**config.mk**
```make
export PLATFORM = sky130hd
export DESIGN_NAME = rx_timestamp_stamper
export DESIGN_NICKNAME = d
export VERILOG_FILES = /design/src/rtl/rx_timestamp_stamper.sv
export SDC_FILE = /design/constraint.sdc
export NUM_CORES = 1
export LEC_CHECK = 0
export ABC_AREA = 0
export CAP_MARGIN = 20
export CORE_AREA = 2 2 337 339
export DETAILED_ROUTE_END_ITERATION = 16
export DIE_AREA = 0 0 339 341
export PLACE_DENSITY = 0.61
export SKIP_LAST_GASP = 1
export SLEW_MARGIN = 10
export SYNTH_ARGS = -nofsm -noshare
export SYNTH_HDL_FRONTEND = slang
export SYNTH_SLANG_ARGS = --single-unit
```
**constraint.sdc**
```tcl
create_clock -name axi_aclk -period 2.95 [get_ports axi_aclk]
set_clock_uncertainty 0.2 [all_clocks]
set_input_delay 0.59 -clock axi_aclk [delete_from_list [all_inputs] [get_ports axi_aclk]]
set_output_delay 0.59 -clock axi_aclk [all_outputs]
set_load 0.01 [all_outputs]
```
**src/rtl/rx_timestamp_stamper.sv**
```systemverilog
// rx_timestamp_stamper
//
// Receive-side AXI-Stream stage in front of a per-port arbiter input. It runs
// a free-running timestamp counter and, when stamp_en is set at the moment a
// packet's first beat is accepted, writes the counter value into the
// timestamp field of that beat's tuser. Every beat is otherwise passed
// bit-exact through a two-entry skid buffer (OUT + SKID). The buffer gives
// full throughput with a registered s_axis_tready.
//
// Handshake: a beat moves across an interface on a clock edge where tvalid
// and tready are both high. A producer holding tvalid keeps its payload
// stable and never drops tvalid before that edge. tready may depend on
// anything and may change freely.
//
// Ports
//   axi_aclk        sole clock
//   axi_aresetn     asynchronous active-low reset
//   sw_rst          synchronous active-high soft reset; flushes buffered beats
//   stamp_en        1 = stamp first beats, 0 = tuser passes unchanged
//   s_axis_*        input stream: tdata/tstrb/tuser/tvalid/tlast in, tready out
//   m_axis_*        output stream: tdata/tstrb/tuser/tvalid/tlast out, tready in
//   ts_now          current timestamp counter value
//
// The slave and master widths must match. The C_S_* and C_M_* pairs exist
// only so the port list lines up with the neighbouring cores.

module rx_timestamp_stamper #(
    parameter int C_M_AXIS_DATA_WIDTH  = 256,
    parameter int C_S_AXIS_DATA_WIDTH  = 256,
    parameter int C_M_AXIS_TUSER_WIDTH = 128,
    parameter int C_S_AXIS_TUSER_WIDTH = 128,
    parameter int C_TUSER_TIMESTAMP_POS = 32,
    parameter int TIMESTAMP_WIDTH       = 32
) (
    input  logic                              axi_aclk,
    input  logic                              axi_aresetn,
    input  logic                              sw_rst,
    input  logic                              stamp_en,

    input  logic [C_S_AXIS_DATA_WIDTH-1:0]    s_axis_tdata,
    input  logic [C_S_AXIS_DATA_WIDTH/8-1:0]  s_axis_tstrb,
    input  logic [C_S_AXIS_TUSER_WIDTH-1:0]   s_axis_tuser,
    input  logic                              s_axis_tvalid,
    input  logic                              s_axis_tlast,
    output logic                              s_axis_tready,

    output logic [C_M_AXIS_DATA_WIDTH-1:0]    m_axis_tdata,
    output logic [C_M_AXIS_DATA_WIDTH/8-1:0]  m_axis_tstrb,
    output logic [C_M_AXIS_TUSER_WIDTH-1:0]   m_axis_tuser,
    output logic                              m_axis_tvalid,
    output logic                              m_axis_tlast,
    input  logic                              m_axis_tready,

    output logic [TIMESTAMP_WIDTH-1:0]        ts_now
);

    localparam int DW = C_M_AXIS_DATA_WIDTH;
    localparam int SW = C_M_AXIS_DATA_WIDTH / 8;
    localparam int UW = C_M_AXIS_TUSER_WIDTH;

    logic          in_pkt;        // 1 while inside a packet (first beat already taken)
    logic          ready_q;       // registered !SKID.valid
    logic          skid_valid;
    logic [DW-1:0] skid_data;
    logic [SW-1:0] skid_strb;
    logic [UW-1:0] skid_user;
    logic          skid_last;

    logic          accept;
    logic          out_take;      // OUT is empty or drains this cycle
    logic          skid_valid_next;
    logic [UW-1:0] in_user;

    // sw_rst gates tready directly so no beat is taken during the soft reset
    // cycle itself, not just from the following cycle.
    assign s_axis_tready = ready_q && !sw_rst;
    assign accept        = s_axis_tvalid && s_axis_tready;
    assign out_take      = !m_axis_tvalid || m_axis_tready;

    always_comb begin
        in_user = s_axis_tuser;
        if (!in_pkt && stamp_en) begin
            in_user[C_TUSER_TIMESTAMP_POS +: TIMESTAMP_WIDTH] = ts_now;
        end
    end

    // SKID holds a beat only while OUT is stalled. Accept cannot coincide
    // with skid_valid because tready is low whenever SKID is occupied.
    always_comb begin
        if (skid_valid) begin
            skid_valid_next = !out_take;
        end else begin
            skid_valid_next = accept && !out_take;
        end
    end

    // Timestamp counter; wraps naturally at 2^TIMESTAMP_WIDTH.
    always_ff @(posedge axi_aclk or negedge axi_aresetn) begin
        if (!axi_aresetn) begin
            ts_now <= '0;
        end else if (sw_rst) begin
            ts_now <= '0;
        end else begin
            ts_now <= ts_now + TIMESTAMP_WIDTH'(1);
        end
    end

    // Packet position and input-ready register.
    always_ff @(posedge axi_aclk or negedge axi_aresetn) begin
        if (!axi_aresetn) begin
            in_pkt  <= 1'b0;
            ready_q <= 1'b0;
        end else if (sw_rst) begin
            in_pkt  <= 1'b0;
            ready_q <= 1'b0;
        end else begin
            ready_q <= !skid_valid_next;
            if (accept) begin
                in_pkt <= !s_axis_tlast;
            end
        end
    end

    // OUT register: refilled from SKID first (oldest beat), else from input.
    always_ff @(posedge axi_aclk or negedge axi_aresetn) begin
        if (!axi_aresetn) begin
            m_axis_tvalid <= 1'b0;
            m_axis_tdata  <= '0;
            m_axis_tstrb  <= '0;
            m_axis_tuser  <= '0;
            m_axis_tlast  <= 1'b0;
        end else if (sw_rst) begin
            m_axis_tvalid <= 1'b0;
            m_axis_tdata  <= '0;
            m_axis_tstrb  <= '0;
            m_axis_tuser  <= '0;
            m_axis_tlast  <= 1'b0;
        end else if (out_take) begin
            m_axis_tvalid <= skid_valid || accept;
            if (skid_valid) begin
                m_axis_tdata <= skid_data;
                m_axis_tstrb <= skid_strb;
                m_axis_tuser <= skid_user;
                m_axis_tlast <= skid_last;
            end else if (accept) begin
                m_axis_tdata <= s_axis_tdata;
                m_axis_tstrb <= s_axis_tstrb;
                m_axis_tuser <= in_user;
                m_axis_tlast <= s_axis_tlast;
            end
        end
    end

    // SKID register: captures an accepted beat while OUT is stalled.
    always_ff @(posedge axi_aclk or negedge axi_aresetn) begin
        if (!axi_aresetn) begin
            skid_valid <= 1'b0;
            skid_data  <= '0;
            skid_strb  <= '0;
            skid_user  <= '0;
            skid_last  <= 1'b0;
        end else if (sw_rst) begin
            skid_valid <= 1'b0;
            skid_data  <= '0;
            skid_strb  <= '0;
            skid_user  <= '0;
            skid_last  <= 1'b0;
        end else begin
            skid_valid <= skid_valid_next;
            if (accept && !out_take) begin
                skid_data <= s_axis_tdata;
                skid_strb <= s_axis_tstrb;
                skid_user <= in_user;
                skid_last <= s_axis_tlast;
            end
        end
    end

endmodule

```
-- Word-level counts from Yosys, hierarchy flattened
Index checks and enable logic that the tools add are counted.
Widths: inputs -> output; s select.
- output and inout port bits: 451
- word-level logic and storage cells: 64
- bits of input ports: 423
- register bits: 870
- reduce and logical (&&, ||, !) cells: 17
- $add $sub $neg: 1
- muxes and demuxes: 33
- operator list (operator ; number):
    $mux 256 ; 6
    $mux 128 ; 6
    $mux 32 ; 8
    $add 32x1->32 const B ; 1
    $mux 1 ; 13
    $logic_not 1->1 ; 6
    $reduce_bool 2->1 ; 3
    $logic_and 1x1->1 ; 4
    $reduce_bool 3->1 ; 1
    $logic_or 1x1->1 ; 2
    $reduce_and 2->1 ; 1

-- Logic depth before layout (Yosys ltp)
- depth in word-level cells: 7
- mapped depth: 8
- mapped depth without buffers: 5

-- Worst setup path after synthesis
Ideal clock, no wire load.
- path kind: input -> register
- start: in sw_rst
- end: reg skid_strb[29]
- data arrival time: 1.994 ns
- setup slack: 0.691 ns
- data required time: 2.684 ns
- buffers on the path: 4
- library setup time: 0.066 ns
- cell stages on the path: 8
- cells stage by stage: clkbuf_1 > nor2b_1 > and3_1 > buf_2 > clkbuf_1 > clkbuf_1 > nand2_1 > nand2_1
- longest elaborated chain between the ends: 5
- elaborated cells between the ends (all ways): 6
- classes of those cells: mux (1); reduce/logical (5)
- ends and longest elaborated chain (what ; line ; text):
    from (decl) ; 37 ; input logic sw_rst,
    $logic_not 1->1 ; 76 ; assign s_axis_tready = ready_q && !sw_rst;
    $logic_and 1x1->1 ; 76 ;
    via s_axis_tready ; 45 ; output logic s_axis_tready,
    $logic_and 1x1->1 ; 77 ; assign accept = s_axis_tvalid && s_axis_tready;
    $logic_and 1x1->1 ; 170 ; if (accept && !out_take) begin
    $reduce_bool 2->1 (no line) ; - ;
    to (signal assigned) ; 172 ; skid_strb <= s_axis_tstrb;
    to (decl) ; 65 ; logic [SW-1:0] skid_strb;
The timed path passes the listed nets, and every way through them passes these cells.
A chain may end at the register's enable or synchronous reset.

-- Worst setup path in the final report
- start: reg ready_q
- end: out s_axis_tready
- longest elaborated chain between the ends: 1
- ends and longest elaborated chain (what ; line ; text):
    from (decl) ; 62 ; logic ready_q;
    from (signal assigned) ; 117 ; ready_q <= !skid_valid_next;
    $logic_and 1x1->1 ; 76 ;
    to (decl) ; 45 ;
No other way between the ends.

==> results.py <==
metrics = {
    "status": {
        "status": "finished clean",
    },
    "clock_tree": {
        "cts-buffers-inserted": 97,
        "cts.sinks": 870,
        "clockBufferDepth": 3,
        "post_cts_buffers": 0,
        "cts_root_buf": "clkbuf_16",
        "clk_pin_slew_ps": 60,
        "cts_hold_buf": 1,
        "htree_levels": 3,
        "cts_resized": 0,
        "clk_latency_ps": 670,
        "cts_tree": "yes",
    },
    "sta": {
        "tns_ps": 0,
        "timing.fmax_mhz": 369,
        "hold_viol_final": 0,
        "relSlewSlack_pct": 31.9,
        "layout_setup_ws_ps": 239,
        "grt_setup_unrepaired": "no",
        "fin_crit_ps": 2710,
        "slew_viol_final": 0,
        "tightest_slew_ps": 1020,
        "fin_crit_sh_pct": 91.9,
        "finalSetupViolCount": 0,
    },
    "yosys": {
        "synthAdderAreaFrac_pct": 0.0328,
        "synth_nets": 3854,
        "synthMuxAreaShare_pct": 11.0,
        "synth.most_common_cell": "dfrtp_1",
        "synth_cells": 3430,
        "ys_types": 34,
        "synth_common_cells": "dfrtp_1, nand2_1, mux2i_1, nand3b_1, o2bb2ai_1",
        "synth.avg_cell_area_um2": 11.1,
        "async_reset_ff_share_pct": 100,
        "ys_ff_latch": 870,
        "syn-cell-area_um2": 38100,
        "synth_top_family_by_area": "simple AND/OR/NAND/NOR gates",
        "ys_seq_area_share_pct": 57.1,
        "synth_xor_area_share_pct": 0.276,
        "yosys.area.top_type": "dfrtp_1",
        "ys.flop_type": "dfrtp_1",
        "ys_top_cells_by_area": "dfrtp_1, mux2i_1, o2bb2ai_1",
        "synth_top_area_share_pct": 57.1,
        "synth_simple_gate_area_share_pct": 17.5,
        "synth_compound_area_share_pct": 11.0,
        "ys_warn_count": 0,
        "synth-edff-count": 0,
    },
    "detailed_routing": {
        "drc_errors": 0,
        "viasPerCell": 5.11,
        "routedWlPerCell_um": 21.7,
        "wl_mm": 126,
        "dr.pass1.iters": 5,
        "drt_iter0_markers": 1826,
        "ant_nets": 0,
        "vias": 29830,
    },
    "global_route": {
        "globalRouteOverflowTotal": 0,
        "grt_max_degree": 91,
        "antenna_found_initial": 37,
        "grt_pass1_vias": 30435,
        "grt_pass1_wl_mm": 194,
        "grt.total_usage_pct": 21.5,
    },
    "placed_design": {
        "dp_cells": 5645,
        "gp_congestion": 0.819,
        "portBuffers": 873,
        "hpwlAfterDp_mm": 86.6,
        "place_ws_ps": 197,
    },
    "final_layout": {
        "syn2layout_area_growth_pct": 38.3,
        "drive_gt1_share_pct": 7.01,
        "nets": 4669,
        "layoutNonFillerInstCount": 5840,
        "post-route-util_pct": 47.1,
    },
    "run": {
        "maxCapViolCount": 0,
    },
    "power_and_ir_drop": {
        "p_leak_nw": 23.1,
        "peakVddDrop_uv": 425,
        "finalPower_w": 0.0279,
        "power_per_cell_area_nw_per_um2": 530,
    },
    "worst_hold_path": {
        "min_path_cells": 2,
        "hold_path_end": "ready_q$_DFF_PN0_",
        "min_path_type": "in2reg",
        "hold_start": "sw_rst",
    },
    "floorplan": {
        "fp.dieH_um": 341,
        "core-area_um2": 112000,
        "io_pins": 874,
        "start_util_pct": 34.1,
        "fp-row-count": 123,
        "fp.dieW_um": 339,
        "die_area_um2": 116000,
    },
    "worst_setup_path": {
        "path_cells": "nor2b_1, clkdlybuf4s50_1",
        "slowest_delay_ps": 690,
        "ff2ff_path_depth": 5,
        "rrSetupSlack_ps": 520,
        "path_max_fanout": 4,
        "required_ps": 2160,
        "critPathSlowestCell": "clkdlybuf4s50_1",
        "path_class": "reg2out",
        "reg2reg_from": "ts_now[0]$_DFF_PN0_",
        "arrival_ps": 1920,
        "rr_endpoint": "ts_now[26]$_DFF_PN0_",
        "startpoint_type": "register",
        "crit_path_end_kind": "output pin",
    },
}
## worst max-delay path, delay by kind of cell, from the launching register on
kind	cells	cell delay, ps
buffers and inverters	1	690
DFF	1	380
and+or+nand+nor	1	200
## where the power goes
group,switching (W),total [W],internal (W)
Combinational,0.00143,0.00297,0.00155
Sequential,0.000252,0.0125,0.0123
Clock,0.00514,0.0124,0.00730
Total,0.00681,0.0279,0.0211
## cells by family after synthesis
logic type	Yosys count
flops	870
mux	419
xor+xnor	12
compound gates	519
fa+ha+maj	1
simple gates	1310
buf+inv	299
## placed cells by master (no fill, tap or decap), types with 13 or more instances in the layout
cell             netlist  final
clkdlybuf4s50_1        0    871
dfrtp_1              870    869
nand2_1              813    813
mux2i_1              417    417
nand3b_1             417    417
o2bb2ai_1            385    385
clkbuf_16              0     99
buf_4                  0     79
o21ai_0               68     68
buf_12                 0     58
a22o_1                32     32
clkbuf_1             219     24
a21oi_1               21     20
diode_2                0     19
clkbuf_8               0     19
nor2_1                16     16
clkinv_2               0     13
## flip-flops by register name (all words and copies together) (netlist names), 32 cells and up
signal	flops
m_axis_tdata	256
skid_user	128
m_axis_tuser	128
m_axis_tstrb	32
skid_strb	32
ts_now	32
skid_data	256
## per-layer routing
layer / share of wire, % / routed length [um] / up-vias / track usage (%)
met3: 7.7 / 9690 / 199 / 6.25
met5: 0.17 / 221 / - / 0
met4: 2.9 / 3670 / 34 / 7.91
met2: 47 / 59700 / 877 / 34.0
li1: - / - / 13730 / -
met1: 42 / 53200 / 14990 / 27.8
## how the worst max path moves through the flow
| stage | startpoint | end | slack, ps |
|---|---|---|---|
| after global placement | m_axis_tready | m_axis_tuser[26]$_DFFE_PN0P_ | 230 |
| after floorplan | sw_rst | skid_strb[29]$_DFFE_PN0P_ | 690 |
| after CTS | ready_q$_DFF_PN0_ | s_axis_tready | 150 |
| after detailed placement | m_axis_tready | m_axis_tuser[107]$_DFFE_PN0P_ | 200 |
| final | ready_q$_DFF_PN0_ | s_axis_tready | 240 |
| after global routing | ready_q$_DFF_PN0_ | s_axis_tready | 120 |
## layout make-up
cell class	instances	area [um^2]
Clock inverter	33	462
Antenna cell	19	47.5
Timing Repair Buffer	1011	10500
Multi-Input combinational cell	2261	15200
Inverter	4	15.0
Fill cell	10276	59100
Clock buffer	142	2830
Sequential cell	870	21800
Tap cell	1500	1880
## through the flow
step                      instance area, um^2  hold WS (ps)
final                                   52700           107
after CTS                               52700          70.0
after detailed placement                49400           272
after global routing                    52700           104
after floorplan                         38100          94.4
after global placement                  49400           270
Note: power is estimated with default switching activity, not from simulation.
